$ cat config.mk
export PLATFORM = sky130hd
export DESIGN_NAME = redmule_tile_sequencer
export DESIGN_NICKNAME = d
export VERILOG_FILES = /design/src/rtl/redmule_tile_sequencer.sv
export SDC_FILE = /design/constraint.sdc
export NUM_CORES = 1
export LEC_CHECK = 0
export BUFFER_PORTS_ARGS = -buffer_cell sky130_fd_sc_hd__buf_4
export CAP_MARGIN = 20
export CORE_MARGIN = 1.5
export CORE_UTILIZATION = 60
export CTS_CLUSTER_DIAMETER = 120
export CTS_CLUSTER_SIZE = 8
export DETAILED_ROUTE_END_ITERATION = 16
export PLACE_DENSITY = 0.87
export SLEW_MARGIN = 30
export SYNTH_ARGS = -nofsm -noshare
export SYNTH_HDL_FRONTEND = slang
export SYNTH_SLANG_ARGS = --single-unit
$ cat constraint.sdc
create_clock -name clk_i -period 7.9 [get_ports clk_i]
set_input_delay 0.395 -clock clk_i [delete_from_list [all_inputs] [get_ports clk_i]]
set_output_delay 0.395 -clock clk_i [all_outputs]
set_load 0.01 [all_outputs]
$ cat src/rtl/redmule_tile_sequencer.sv
// redmule_tile_sequencer
// Walks the (row, col, k) tile space of one GEMM job. The job runs k innermost,
// then col, then row. The block emits one tile descriptor per handshake and
// counts the output-tile stores.
// Ports:
//   clk_i, rst_i, clear_i      clock, sync active-high reset and soft clear
//   start_i + *_iter_i/_lftovr_i  job start and tiler-produced loop bounds
//   tile_valid_o/tile_ready_i  descriptor handshake
//   row/col/k_idx_o, rows/cols/depth_o, first_k/last_k/last_tile_o  descriptor
//   store_cnt_o, busy_o, done_o  progress/status
module redmule_tile_sequencer #(
  parameter int ARRAY_WIDTH  = 12,
  parameter int ARRAY_HEIGHT = 4,
  parameter int PIPE_REGS    = 3
) (
  input  logic        clk_i,
  input  logic        rst_i,
  input  logic        clear_i,
  input  logic        start_i,
  input  logic [15:0] x_rows_iter_i,
  input  logic [15:0] w_cols_iter_i,
  input  logic [15:0] x_cols_iter_i,
  input  logic [7:0]  x_rows_lftovr_i,
  input  logic [7:0]  w_cols_lftovr_i,
  input  logic [7:0]  x_cols_lftovr_i,
  output logic        tile_valid_o,
  input  logic        tile_ready_i,
  output logic [15:0] row_idx_o,
  output logic [15:0] col_idx_o,
  output logic [15:0] k_idx_o,
  output logic [7:0]  rows_o,
  output logic [7:0]  cols_o,
  output logic [7:0]  depth_o,
  output logic        first_k_o,
  output logic        last_k_o,
  output logic        last_tile_o,
  output logic [15:0] store_cnt_o,
  output logic        busy_o,
  output logic        done_o
);

  localparam logic [7:0] FULL_W = 8'(ARRAY_WIDTH);
  localparam logic [7:0] FULL_D = 8'(ARRAY_HEIGHT * (PIPE_REGS + 1));

  typedef enum logic [1:0] {IDLE, RUN, DONE} state_e;
  state_e state_q, state_d;

  logic [15:0] rows_iter_q, cols_iter_q, k_iter_q;
  logic [7:0]  rows_lft_q, cols_lft_q, k_lft_q;
  logic [15:0] row_q, col_q, k_q, store_q;
  logic        valid_q;

  logic hs, zero_cfg, row_last, col_last, k_last, tile_last;

  assign hs        = valid_q & tile_ready_i;
  assign zero_cfg  = (x_rows_iter_i == 16'd0) | (w_cols_iter_i == 16'd0) |
                     (x_cols_iter_i == 16'd0);
  assign row_last  = (row_q == rows_iter_q - 16'd1);
  assign col_last  = (col_q == cols_iter_q - 16'd1);
  assign k_last    = (k_q == k_iter_q - 16'd1);
  assign tile_last = row_last & col_last & k_last;

  always_ff @(posedge clk_i) begin
    if (rst_i | clear_i) state_q <= IDLE;
    else                 state_q <= state_d;
  end

  always_comb begin
    state_d = state_q;
    case (state_q)
      IDLE:    if (start_i) state_d = zero_cfg ? DONE : RUN;
      RUN:     if (hs && tile_last) state_d = DONE;
      DONE:    state_d = IDLE;
      default: state_d = IDLE;
    endcase
  end

  always_ff @(posedge clk_i) begin
    if (rst_i | clear_i) begin
      rows_iter_q <= '0; cols_iter_q <= '0; k_iter_q <= '0;
      rows_lft_q  <= '0; cols_lft_q  <= '0; k_lft_q  <= '0;
      row_q <= '0; col_q <= '0; k_q <= '0;
      store_q <= '0;
      valid_q <= 1'b0;
    end else begin
      case (state_q)
        IDLE: if (start_i) begin
          rows_iter_q <= x_rows_iter_i;
          cols_iter_q <= w_cols_iter_i;
          k_iter_q    <= x_cols_iter_i;
          rows_lft_q  <= x_rows_lftovr_i;
          cols_lft_q  <= w_cols_lftovr_i;
          k_lft_q     <= x_cols_lftovr_i;
          row_q <= '0; col_q <= '0; k_q <= '0;
          store_q <= '0;
          valid_q <= ~zero_cfg;
        end
        RUN: if (hs) begin
          if (k_last) store_q <= store_q + 16'd1;
          if (tile_last) begin
            // indices hold at their final values; valid drops with DONE
            valid_q <= 1'b0;
          end else if (k_last) begin
            k_q <= '0;
            if (col_last) begin
              col_q <= '0;
              row_q <= row_q + 16'd1;
            end else begin
              col_q <= col_q + 16'd1;
            end
          end else begin
            k_q <= k_q + 16'd1;
          end
        end
        default: ;
      endcase
    end
  end

  // sizes and flags are decoded from registered state only and forced to 0
  // when no descriptor is presented, so idle/reset outputs read 0
  assign tile_valid_o = valid_q;
  assign row_idx_o    = row_q;
  assign col_idx_o    = col_q;
  assign k_idx_o      = k_q;
  assign rows_o  = !valid_q ? 8'd0 : (row_last && rows_lft_q != 8'd0) ? rows_lft_q : FULL_W;
  assign cols_o  = !valid_q ? 8'd0 : (col_last && cols_lft_q != 8'd0) ? cols_lft_q : FULL_W;
  assign depth_o = !valid_q ? 8'd0 : (k_last && k_lft_q != 8'd0) ? k_lft_q : FULL_D;
  assign first_k_o   = valid_q & (k_q == 16'd0);
  assign last_k_o    = valid_q & k_last;
  assign last_tile_o = valid_q & tile_last;
  assign store_cnt_o = store_q;
  assign busy_o      = (state_q != IDLE);
  assign done_o      = (state_q == DONE);

endmodule

==> flow_metrics.env, run 1 <==
export IMPL_finalWirelength_um=22500
export IMPL_grtUsageTotal=0.315
export IMPL_status="finished clean"
export IMPL_min_to="cols_lft_q[6]$_SDFFE_PP0P_"
export IMPL_path_class="flip-flop to primary output"
export IMPL_rrSetupSlack_ns=4.15
export IMPL_hold_viol_final=0
export IMPL_synthFlopType="dfxtp_1"
export IMPL_syn_cell_area_um2=8030
export IMPL_globalRouteOverflowTotal=0
export IMPL_max_cap_viol_count=0
export IMPL_power_share_sequential=0.426
export IMPL_grt_pass1_vias=7544
export IMPL_worst_setup_path_start_kind="flip-flop"
export IMPL_holdPathStages=3
export IMPL_cellLeakagePower_nw=3.70
export IMPL_core_area_um2=13100
export IMPL_r2r_start="cols_iter_q[0]$_SDFFE_PP0P_"
export IMPL_die_x_um=119
export IMPL_yosysMostFrequentCell="nand2_1"
export IMPL_setup_viol=0
export IMPL_grt_max_degree=84
export IMPL_dieArea_um2=14100
export IMPL_post_route_util=0.752
export IMPL_start_util=0.611
export IMPL_root_buffer="clkbuf_16"
export IMPL_antenna_cells=0
export IMPL_p_int_mw=1.26
export IMPL_clkPwrFrac=0.445
export IMPL_slew_headroom=0.379
export IMPL_r2r_cells=11
export IMPL_critPathArrivalTime_ns=3.77
export IMPL_place_detailed_hpwl_um=15700
export IMPL_place_gp_congestion=0.891
export IMPL_drv_slew=0
export IMPL_first_pass_iters=6
export IMPL_max_freq_ghz=0.240
export IMPL_finalCriticalPeriod_ns=4.17
export IMPL_ys_seq_area_frac=0.347
export IMPL_power_total_mw=1.72
export IMPL_wl_per_cell_um=16.5
export IMPL_critPathMaxFanout=8
export IMPL_grt_pass1_wl_um=36100
export IMPL_synth_top_area_frac=0.347
export IMPL_min_from="w_cols_lftovr_i[6]"
export IMPL_cts_tree="yes"
export IMPL_r2r_end="k_idx_o[5]$_SDFFE_PP0P_"
export IMPL_cts_buffers=17
export IMPL_cts_hold_buf=0
export IMPL_numClockSinks=139
export IMPL_setup_tns_ns=0
export IMPL_rsz0062_at_grt="no"
export IMPL_area_delta_synth_final_pct=23.0
export IMPL_cp_required_ns=7.51
export IMPL_synth_largest_area_cell="dfxtp_1"
export IMPL_synth_avg_cell_area_um2=7.70
export IMPL_swShare=0.270
export IMPL_cts_path_max_buffers=2
export IMPL_power_density_nw_per_um2=174
export IMPL_p_sw_mw=0.466
export IMPL_finClkSkew_ns=0.00928
export IMPL_ant_nets=0
export IMPL_die_h_um=119
export IMPL_drive_gt1_frac=0.209
export IMPL_antenna_found_initial=0
export IMPL_synth_distinct_cells=72
export IMPL_rows=42
export IMPL_syn_nets=1127
export IMPL_num_vias=8278
export IMPL_async_flop_share=0
export IMPL_drc=0
export IMPL_ys_warn_count=0
export IMPL_hp_class="input port to flip-flop"
export IMPL_worst_skew_pair_late_latency_ns=0.43
export IMPL_cts_resized=0
export IMPL_ir_worst_vdd_uv=140
export IMPL_vias_per_cell=6.06
export IMPL_io_pins=171
export IMPL_htree_num_levels=4
export IMPL_cts_clk_slew_worst_paths_ns=0.06
export IMPL_synth_edf_count=0
export IMPL_syn_instance_count=1042
export IMPL_tightest_slew_ns=0.929
export IMPL_timing_hold_ws_ns=0.214
export IMPL_synth_commonest_cells="nand2_1, dfxtp_1, a21oi_1"
export IMPL_worstSetupEndpointType="primary output"
export IMPL_combPwrFrac=0.129
export IMPL_netlist_top_cells_area="dfxtp_1, nand2_1, xnor2_1"
export IMPL_final_period_utilization=0.528
export IMPL_post_cts_buffers=0
export IMPL_final_fill_count=1037
export IMPL_drt_iter0_markers=788
export IMPL_layout_nets=1261
export IMPL_synth_seq_cells=139
export IMPL_portBuffers=170
==> layout make-up <==
cell class                 instances  area, um^2  area share
clock buffer                      19         453      0.0459
clock inverter                    13         116      0.0118
inverter                          25        93.8     0.00950
multi-input combinational        818        4890       0.496
sequential                       139        2780       0.282
tap                              176         220      0.0223
timing repair buffer             175        1310       0.133
==> power by group through the flow <==
stage	combinational (mW)	sequential (mW)	clock (mW)
6_report	0.222	0.734	0.766
5_1_grt	0.244	0.736	0.799
4_1_cts	0.220	0.733	0.769
3_5_place_dp	0.217	0.749	0
3_3_place_gp	0.214	0.748	0
2_1_floorplan	0.154	0.740	0
==> worst max-delay path: stages (launching register included) <==
cell     delay (ns)
dfxtp_1        0.34
inv_1          0.07
ha_1           0.26
or4b_1         0.56
xnor2_1        0.16
nor3_1         0.17
nor3_1         0.12
nor4b_4        0.57
nand2_1        0.26
nor2_1         0.48
and2_1         0.22
buf_4          0.12
==> how the worst max path moves through the flow <==
| stage | cells after the start | end | slack [ns] | startpoint |
|---|---|---|---|---|
| 3_5_place_dp | 11 | depth_o[0] | 4.16 | k_iter_q[0]$_SDFFE_PP0P_ |
| 5_1_grt | 11 | depth_o[6] | 3.48 | k_iter_q[0]$_SDFFE_PP0P_ |
| 2_1_floorplan | 12 | col_idx_o[14]$_SDFFE_PP0P_ | 4.71 | k_iter_q[0]$_SDFFE_PP0P_ |
| 3_3_place_gp | 11 | k_idx_o[14]$_SDFFE_PP0P_ | 4.28 | k_iter_q[0]$_SDFFE_PP0P_ |
| 4_1_cts | 9 | depth_o[0] | 3.70 | k_iter_q[2]$_SDFFE_PP0P_ |
| 6_report | 11 | depth_o[0] | 3.73 | k_iter_q[0]$_SDFFE_PP0P_ |
==> cell usage in the layout, fill, tap and decap left out, drive strengths merged, types with 5 or more instances in the layout <==
cell type  count
dfxtp        139
and4           5
xnor2         63
or3           17
o21ai         24
nor2          68
and3          15
ha             8
nor3b          5
buf          175
o31ai         18
or4           20
clkinv         7
nand4b         6
inv           27
a31oi          5
clkbuf        19
nand3b         5
nand2        193
nor3          25
xor2          20
nor4b          6
nand3         32
nor4          44
and2          17
a21oi        118
or2            6
a21o          10
nand2b         9
nand4         18
a211oi         7
==> sequential cells by signal, summed over array words and instances, names as in the netlist <==
register      flops
cols_lft_q        8
store_cnt_o      16
cols_iter_q      16
row_idx_o        16
tile_valid_o      1
rows_iter_q      16
k_idx_o          16
k_iter_q         16
k_lft_q           8
rows_lft_q        8
col_idx_o        16
state_q           2
==> metrics by stage <==
| step | worst slack, ns | instance area, um^2 | std cells |
|---|---|---|---|
| final | 3.73 | 9870 | 1365 |
| after floorplan | 4.71 | 8030 | 1042 |
| after detailed placement | 4.16 | 9300 | 1333 |
| after global placement | 4.28 | 9300 | 1333 |
| after global routing | 3.48 | 9870 | 1365 |
| after CTS | 3.70 | 9870 | 1365 |
==> layer usage <==
layer  track usage  up-vias  routed length [um]
li1              -     3991                   -
met1         0.403     3860                9420
met2         0.517      370               10900
met3        0.0714       57                1750
met4         0.123        0                 501
met5             0        -                   0
==> logic make-up after synthesis <==
family,count (synthesis),share of synthesized area
compound gates,223,0.177
xor+xnor,83,0.0906
fa+ha+maj,8,0.0125
buf+inv,85,0.0452
flops,139,0.347
mux,5,0.00655
simple gates,499,0.321
Power figures use the tool's default switching activity.
==> inputs of run 2 (changes only) <==
--- a/config.mk
+++ b/config.mk
@@ -8,11 +8,11 @@
 export BUFFER_PORTS_ARGS = -buffer_cell sky130_fd_sc_hd__buf_4
 export CAP_MARGIN = 20
 export CORE_MARGIN = 1.5
-export CORE_UTILIZATION = 60
+export CORE_UTILIZATION = 50
 export CTS_CLUSTER_DIAMETER = 120
 export CTS_CLUSTER_SIZE = 8
 export DETAILED_ROUTE_END_ITERATION = 16
-export PLACE_DENSITY = 0.87
+export PLACE_DENSITY = 0.77
 export SLEW_MARGIN = 30
 export SYNTH_ARGS = -nofsm -noshare
 export SYNTH_HDL_FRONTEND = slang
==> constraint.sdc (replaced) <==
create_clock -name clk_i -period 3.6 [get_ports clk_i]
set_input_delay 0.18 -clock clk_i [delete_from_list [all_inputs] [get_ports clk_i]]
set_output_delay 0.18 -clock clk_i [all_outputs]
set_load 0.01 [all_outputs]
==> run 2 against run 1 <==
Compared with the run above: clock power increased by 120%; hold slack got worse by 0.21 ns; power increased by 120%; critical path depth decreased by 1; cell count rose by 5.9%; via count increased by 0.34%; final area is 5.1% higher; sequential share of layout area decreased by 1.3 points; critical path type unchanged; largest power group unchanged.
==> flow_metrics.env, run 2 (synthesis results as in run 1) <==
export IMPL_status="finished clean"
export IMPL_critical_path_startpoint="rows_iter_q[2]$_SDFFE_PP0P_"
export IMPL_rsz0062_at_grt="no"
export IMPL_rows=46
export IMPL_grtUsageTotal=0.280
export IMPL_finalWirelength_um=23200
export IMPL_cts_buffers=17
export IMPL_cts_tree="yes"
export IMPL_num_vias=8306
export IMPL_power_density_nw_per_um2=368
export IMPL_grt_pass1_wl_um=37400
export IMPL_finalCriticalPeriod_ns=3.53
export IMPL_setup_viol=0
export IMPL_ir_worst_vdd_uv=334
export IMPL_die_h_um=130
export IMPL_dieArea_um2=16800
export IMPL_layout_common_cells="buf_4, nand2_1, dfxtp_1, a21oi_1, nor2_1"
export IMPL_hp_class="input port to flip-flop"
export IMPL_r2r_end="k_idx_o[3]$_SDFFE_PP0P_"
export IMPL_worst_setup_path_start_kind="flip-flop"
export IMPL_start_util=0.509
export IMPL_r2r_cells=11
export IMPL_rrSetupSlack_ns=0.18
export IMPL_hold_viol_final=0
export IMPL_multi_input_area_um2=4960
export IMPL_ant_nets=0
export IMPL_wl_per_cell_um=16.0
export IMPL_register_area_um2=2790
export IMPL_numClockSinks=139
export IMPL_pre_cts_slack_ns=0.157
export IMPL_setup_tns_ns=0
export IMPL_cts_clk_slew_worst_paths_ns=0.06
export IMPL_max_freq_ghz=0.283
export IMPL_tightest_slew_ns=0.800
export IMPL_holdPathStages=3
export IMPL_htree_num_levels=4
export IMPL_worst_slack_ns=0.0723
export IMPL_vias_per_cell=5.74
export IMPL_drive_gt1_frac=0.228
export IMPL_first_pass_iters=7
export IMPL_place_gp_congestion=0.864
export IMPL_cellLeakagePower_nw=3.91
export IMPL_r2r_start="rows_iter_q[2]$_SDFFE_PP0P_"
export IMPL_grt_pass1_vias=7642
export IMPL_layout_commonest_cell="buf_4"
export IMPL_critPathMaxFanout=8
export IMPL_final_cells=1446
export IMPL_place_detailed_hpwl_um=16400
export IMPL_antenna_cells=0
export IMPL_globalRouteOverflowTotal=0
export IMPL_core_area_um2=15800
export IMPL_cts_path_max_buffers=2
export IMPL_portBuffers=170
export IMPL_timing_hold_ws_ns=0.00783
export IMPL_power_total_mw=3.81
export IMPL_drc=0
export IMPL_path_class="flip-flop to primary output"
export IMPL_critPathArrivalTime_ns=3.35
export IMPL_max_cap_viol_count=0
export IMPL_cp_required_ns=3.42
export IMPL_min_from="x_cols_iter_i[13]"
export IMPL_drv_slew=0
export IMPL_grt_max_degree=73
export IMPL_area_delta_synth_final_pct=29.2
export IMPL_final_fill_count=1417
export IMPL_root_buffer="clkbuf_16"
export IMPL_die_x_um=130
export IMPL_worst_skew_pair_late_latency_ns=0.43
export IMPL_drt_iter0_markers=720
export IMPL_io_pins=171
export IMPL_final_period_utilization=0.980
export IMPL_finClkSkew_ns=0.00881
export IMPL_antenna_found_initial=0
export IMPL_min_to="k_iter_q[13]$_SDFFE_PP0P_"
export IMPL_worstSetupEndpointType="primary output"
export IMPL_slew_headroom=0.467
export IMPL_placedCellCount=1388
export IMPL_layout_nets=1302
## run 2: cell count changes in the layout (fill, tap and decap cells not counted), moves of 2 or more
cell           delta
nand2_2           +2
nor4_2            +2
buf_12            +2
dfxtp_2           +2
a2111oi_0         -3
inv_6             -3
nor4_1            -2
dlygate4sd3_1    +21
nand2_1           -2
buf_4            +18
a2111oi_1         +2
dfxtp_1           -2
## run 2: cell type report
type / count / share of cell area
Inverter: 25 / 0.00905
Timing Repair Buffer: 216 / 0.164
Multi-Input combinational cell: 818 / 0.478
Tap cell: 216 / 0.0261
Sequential cell: 139 / 0.269
Clock buffer: 21 / 0.0454
Clock inverter: 11 / 0.00917
## run 2: worst max path at each step
stage	slack, ns	endpoint
after detailed placement	0.16	store_cnt_o[10]$_SDFFE_PP0P_
after CTS	0.03	rows_o[4]
final	0.07	rows_o[3]
after global placement	0.21	store_cnt_o[10]$_SDFFE_PP0P_
after global routing	0.0005	rows_o[5]
after floorplan	0.41	col_idx_o[14]$_SDFFE_PP0P_
## run 2: power by group
part	switching [mW]	leakage, nW	internal [mW]
Combinational	0.301	2.51	0.235
Sequential	0.0395	1.13	1.57
Clock	0.671	0.275	0.999
## run 2: timing repair
item | CTS | global route
gates resized for setup | 3 | 16
pin swaps | 1 | 2
hold buffers | 21 | 0
setup endpoints to repair | 7 | 53
endpoints found under the hold margin | 21 | 0
buffers inserted | 0 | 5
## run 2: metrics by stage
stage	cell area, um^2	util
global placement	9490	0.602
detailed placement	9490	0.602
CTS	10300	0.651
finish	10400	0.658
floorplan	8030	-
global route	10400	0.658
## run 2: metal layers
metal	wire length [um]	global-route usage
met5	0	0
met4	503	0.101
met3	1800	0.0709
met2	11000	0.450
met1	9930	0.365
## run 2: critical path, cell delays in order, from the launching register on
cell	delay [ns]
dfxtp_2	0.35
or4_4	0.55
or4_1	0.49
a32oi_1	0.23
a21oi_1	0.11
a2111o_2	0.52
a21o_1	0.24
buf_4	0.15
nor2_1	0.08
nor2_1	0.05
buf_4	0.15
==> inputs of run 3 (changes only) <==
--- a/config.mk
+++ b/config.mk
@@ -5,14 +5,15 @@
 export SDC_FILE = /design/constraint.sdc
 export NUM_CORES = 1
 export LEC_CHECK = 0
+export ABC_AREA = 1
 export BUFFER_PORTS_ARGS = -buffer_cell sky130_fd_sc_hd__buf_4
 export CAP_MARGIN = 20
 export CORE_MARGIN = 1.5
-export CORE_UTILIZATION = 50
+export CORE_UTILIZATION = 52
 export CTS_CLUSTER_DIAMETER = 120
 export CTS_CLUSTER_SIZE = 8
 export DETAILED_ROUTE_END_ITERATION = 16
-export PLACE_DENSITY = 0.77
+export PLACE_DENSITY = 0.78
 export SLEW_MARGIN = 30
 export SYNTH_ARGS = -nofsm -noshare
 export SYNTH_HDL_FRONTEND = slang
==> run 3 against run 2 <==
Compared with the run above: via count is 27% higher; largest power group unchanged; sequential share of layout area is 3.1 points lower; die area is 13% higher; critical path type unchanged; flip-flop and latch count stayed put; clock-buffer cell count is 1 lower.
==> flow_metrics.env, run 3 <==
export IMPL_cts_tree="yes"
export IMPL_yosysMostFrequentCell="nand2_1"
export IMPL_worst_setup_path_start_kind="flip-flop"
export IMPL_synth_commonest_cells="nand2_1, nor2_1, inv_1"
export IMPL_synthMuxAreaShare=0
export IMPL_clkPwrFrac=0.398
export IMPL_tightest_slew_ns=0.665
export IMPL_synth_top_family_by_area="simple AND/OR/NAND/NOR gates"
export IMPL_vias_per_cell=5.49
export IMPL_dieArea_um2=19100
export IMPL_first_pass_iters=5
export IMPL_grt_util_met3=0.0558
export IMPL_root_buffer="clkbuf_16"
export IMPL_grtUsageTotal=0.300
export IMPL_drc=0
export IMPL_status="finished clean"
export IMPL_finClkSkew_ns=0.00747
export IMPL_use_met1=0.380
export IMPL_synth_adder_area_share=0.0105
export IMPL_async_flop_share=0
export IMPL_cellLeakagePower_nw=5.11
export IMPL_hp_class="input port to flip-flop"
export IMPL_synthFlopType="dfxtp_1"
export IMPL_synth_avg_cell_area_um2=6.29
export IMPL_drt_iter0_markers=666
export IMPL_drive_gt1_frac=0.170
export IMPL_die_x_um=138
export IMPL_drv_slew=0
export IMPL_post_route_util=0.655
export IMPL_critPathMaxFanout=5
export IMPL_grt_util_met2=0.503
export IMPL_core_area_um2=17900
export IMPL_path_class="flip-flop to primary output"
export IMPL_portBuffers=170
export IMPL_num_vias=10600
export IMPL_swShare=0.326
export IMPL_place_detailed_hpwl_um=21700
export IMPL_htree_num_levels=4
export IMPL_ys_warn_count=0
export IMPL_cts_buffers=17
export IMPL_antenna_cells=0
export IMPL_combPwrFrac=0.221
export IMPL_max_cap_viol_count=0
export IMPL_start_util=0.530
export IMPL_layout_commonest_cell="nand2_1"
export IMPL_worstSetupEndpointType="primary output"
export IMPL_syn_nets=1595
export IMPL_cts_path_max_buffers=2
export IMPL_critPathArrivalTime_ns=3.04
export IMPL_power_share_sequential=0.381
export IMPL_die_h_um=138
export IMPL_synth_compound_area_share=0.117
export IMPL_syn_instance_count=1510
export IMPL_synth_largest_area_cell="dfxtp_1"
export IMPL_syn_cell_area_um2=9490
export IMPL_rows=49
export IMPL_io_pins=171
export IMPL_layout_nets=1766
export IMPL_numClockSinks=139
export IMPL_setup_viol=0
export IMPL_grt_max_degree=61
export IMPL_layout_common_cells="nand2_1, nor2_1, buf_4, inv_1, dfxtp_1"
export IMPL_finalCriticalPeriod_ns=3.22
export IMPL_synth_xor_area_frac=0.0783
export IMPL_ys_seq_area_frac=0.293
export IMPL_busiest_layer="met2"
export IMPL_cts_clk_slew_worst_paths_ns=0.06
export IMPL_synth_top_area_frac=0.293
export IMPL_finalWirelength_um=29600
export IMPL_slew_headroom=0.556
export IMPL_grt_pass1_vias=9746
export IMPL_p_sw_mw=1.40
export IMPL_final_period_utilization=0.895
export IMPL_cp_required_ns=3.42
export IMPL_area_delta_synth_final_pct=23.6
export IMPL_hold_viol_final=0
export IMPL_ir_worst_vdd_uv=362
export IMPL_antenna_found_initial=0
export IMPL_synth_edf_count=0
export IMPL_max_freq_ghz=0.310
export IMPL_synth_seq_cells=139
export IMPL_rsz0062_at_grt="no"
export IMPL_place_gp_congestion=0.948
export IMPL_netlist_top_cells_area="dfxtp_1, nand2_1, nor2_1"
export IMPL_worst_skew_pair_late_latency_ns=0.43
export IMPL_p_int_mw=2.90
export IMPL_setup_tns_ns=0
export IMPL_power_total_mw=4.30
export IMPL_synth_distinct_cells=47
export IMPL_synth_simple_gate_area_frac=0.406
export IMPL_globalRouteOverflowTotal=0
export IMPL_grt_pass1_wl_um=47300
export IMPL_ant_nets=0
export IMPL_wl_per_cell_um=15.4
export IMPL_power_density_nw_per_um2=366
export IMPL_post_cts_buffers=0
==> run 3: cell count changes in the layout (fill, tap and decap cells not counted), moves of 19 or more <==
cell	previous run	this run
inv_1	24	156
nand4_1	18	43
or4_1	19	0
o21ai_0	14	87
nor2_1	66	240
nand2_1	189	319
xnor2_1	63	22
xor2_1	20	61
nand3_1	32	113
==> run 3: kinds of logic after synthesis <==
kind of cell             after synthesis
AND/OR/NAND/NOR                      847
buffers and inverters                223
AO/OA/AOI/OAI                        209
flip-flops                           139
XOR/XNOR                              84
adder cells (fa/ha/maj)                8
==> run 3: worst max-delay path: stages, from the launching register on <==
cell     delay (ns)
dfxtp_1        0.30
inv_1          0.13
ha_1           0.29
nand3_4        0.15
nor2_4         0.17
xor2_1         0.23
nand2_1        0.08
nor2_1         0.09
nand3_1        0.12
nor3_4         0.29
o21ai_1        0.15
nor2_1         0.16
inv_1          0.11
nor2_1         0.19
buf_4          0.16
==> run 3: area by class of cell <==
cell class	instances	area, um^2
timing repair buffer	208	1640
clock inverter	12	115
sequential	139	2780
tap	229	287
clock buffer	20	447
multi-input combinational	1148	5830
fill	1674	6170
inverter	167	627
==> run 3: timing repair <==
| action | 4_1_cts | 5_1_grt |
|---|---|---|
| hold buffers | 26 | 0 |
| endpoints found under the hold margin | 26 | 0 |
| setup endpoints to repair | 0 | 5 |
| resized for setup | 0 | 2 |
==> run 3: metal layers <==
metal	up-vias	part of all wire
li1	5243	-
met1	4771	0.43
met2	460	0.46
met3	77	0.073
met4	0	0.032
met5	-	0
==> run 3: per-stage QoR <==
stage                     cells  hold WS [ns]  setup WS (ns)  area [um^2]
final                      1923       0.00744          0.377        11700
after detailed placement   1865         0.407          0.682        10900
after global routing       1923        0.0258         0.0675        11700
after CTS                  1923      0.000351          0.225        11700
after floorplan            1510         0.308           1.26         9490
after global placement     1865         0.401          0.709        10900
==> run 3: power groups by stage <==
stage               Sequential [mW]  Combinational, mW  Clock, mW
finish                         1.64              0.950       1.71
CTS                            1.64              0.934       1.72
global placement               1.67              0.891          0
detailed placement             1.67              0.906          0
global route                   1.64               1.06       1.78
floorplan                      1.66              0.662          0
==> run 3: worst paths after layout <==
check,start,to,slack [ns],cells after the start
setup reg to reg,cols_iter_q[1]$_SDFFE_PP0P_,k_idx_o[1]$_SDFFE_PP0P_,0.69,14
hold reg to reg,k_lft_q[5]$_SDFFE_PP0P_,k_lft_q[5]$_SDFFE_PP0P_,0.47,2
hold / removal,w_cols_iter_i[12],cols_iter_q[12]$_SDFFE_PP0P_,0.007,3
setup / recovery,cols_iter_q[1]$_SDFFE_PP0P_,cols_o[1],0.38,14
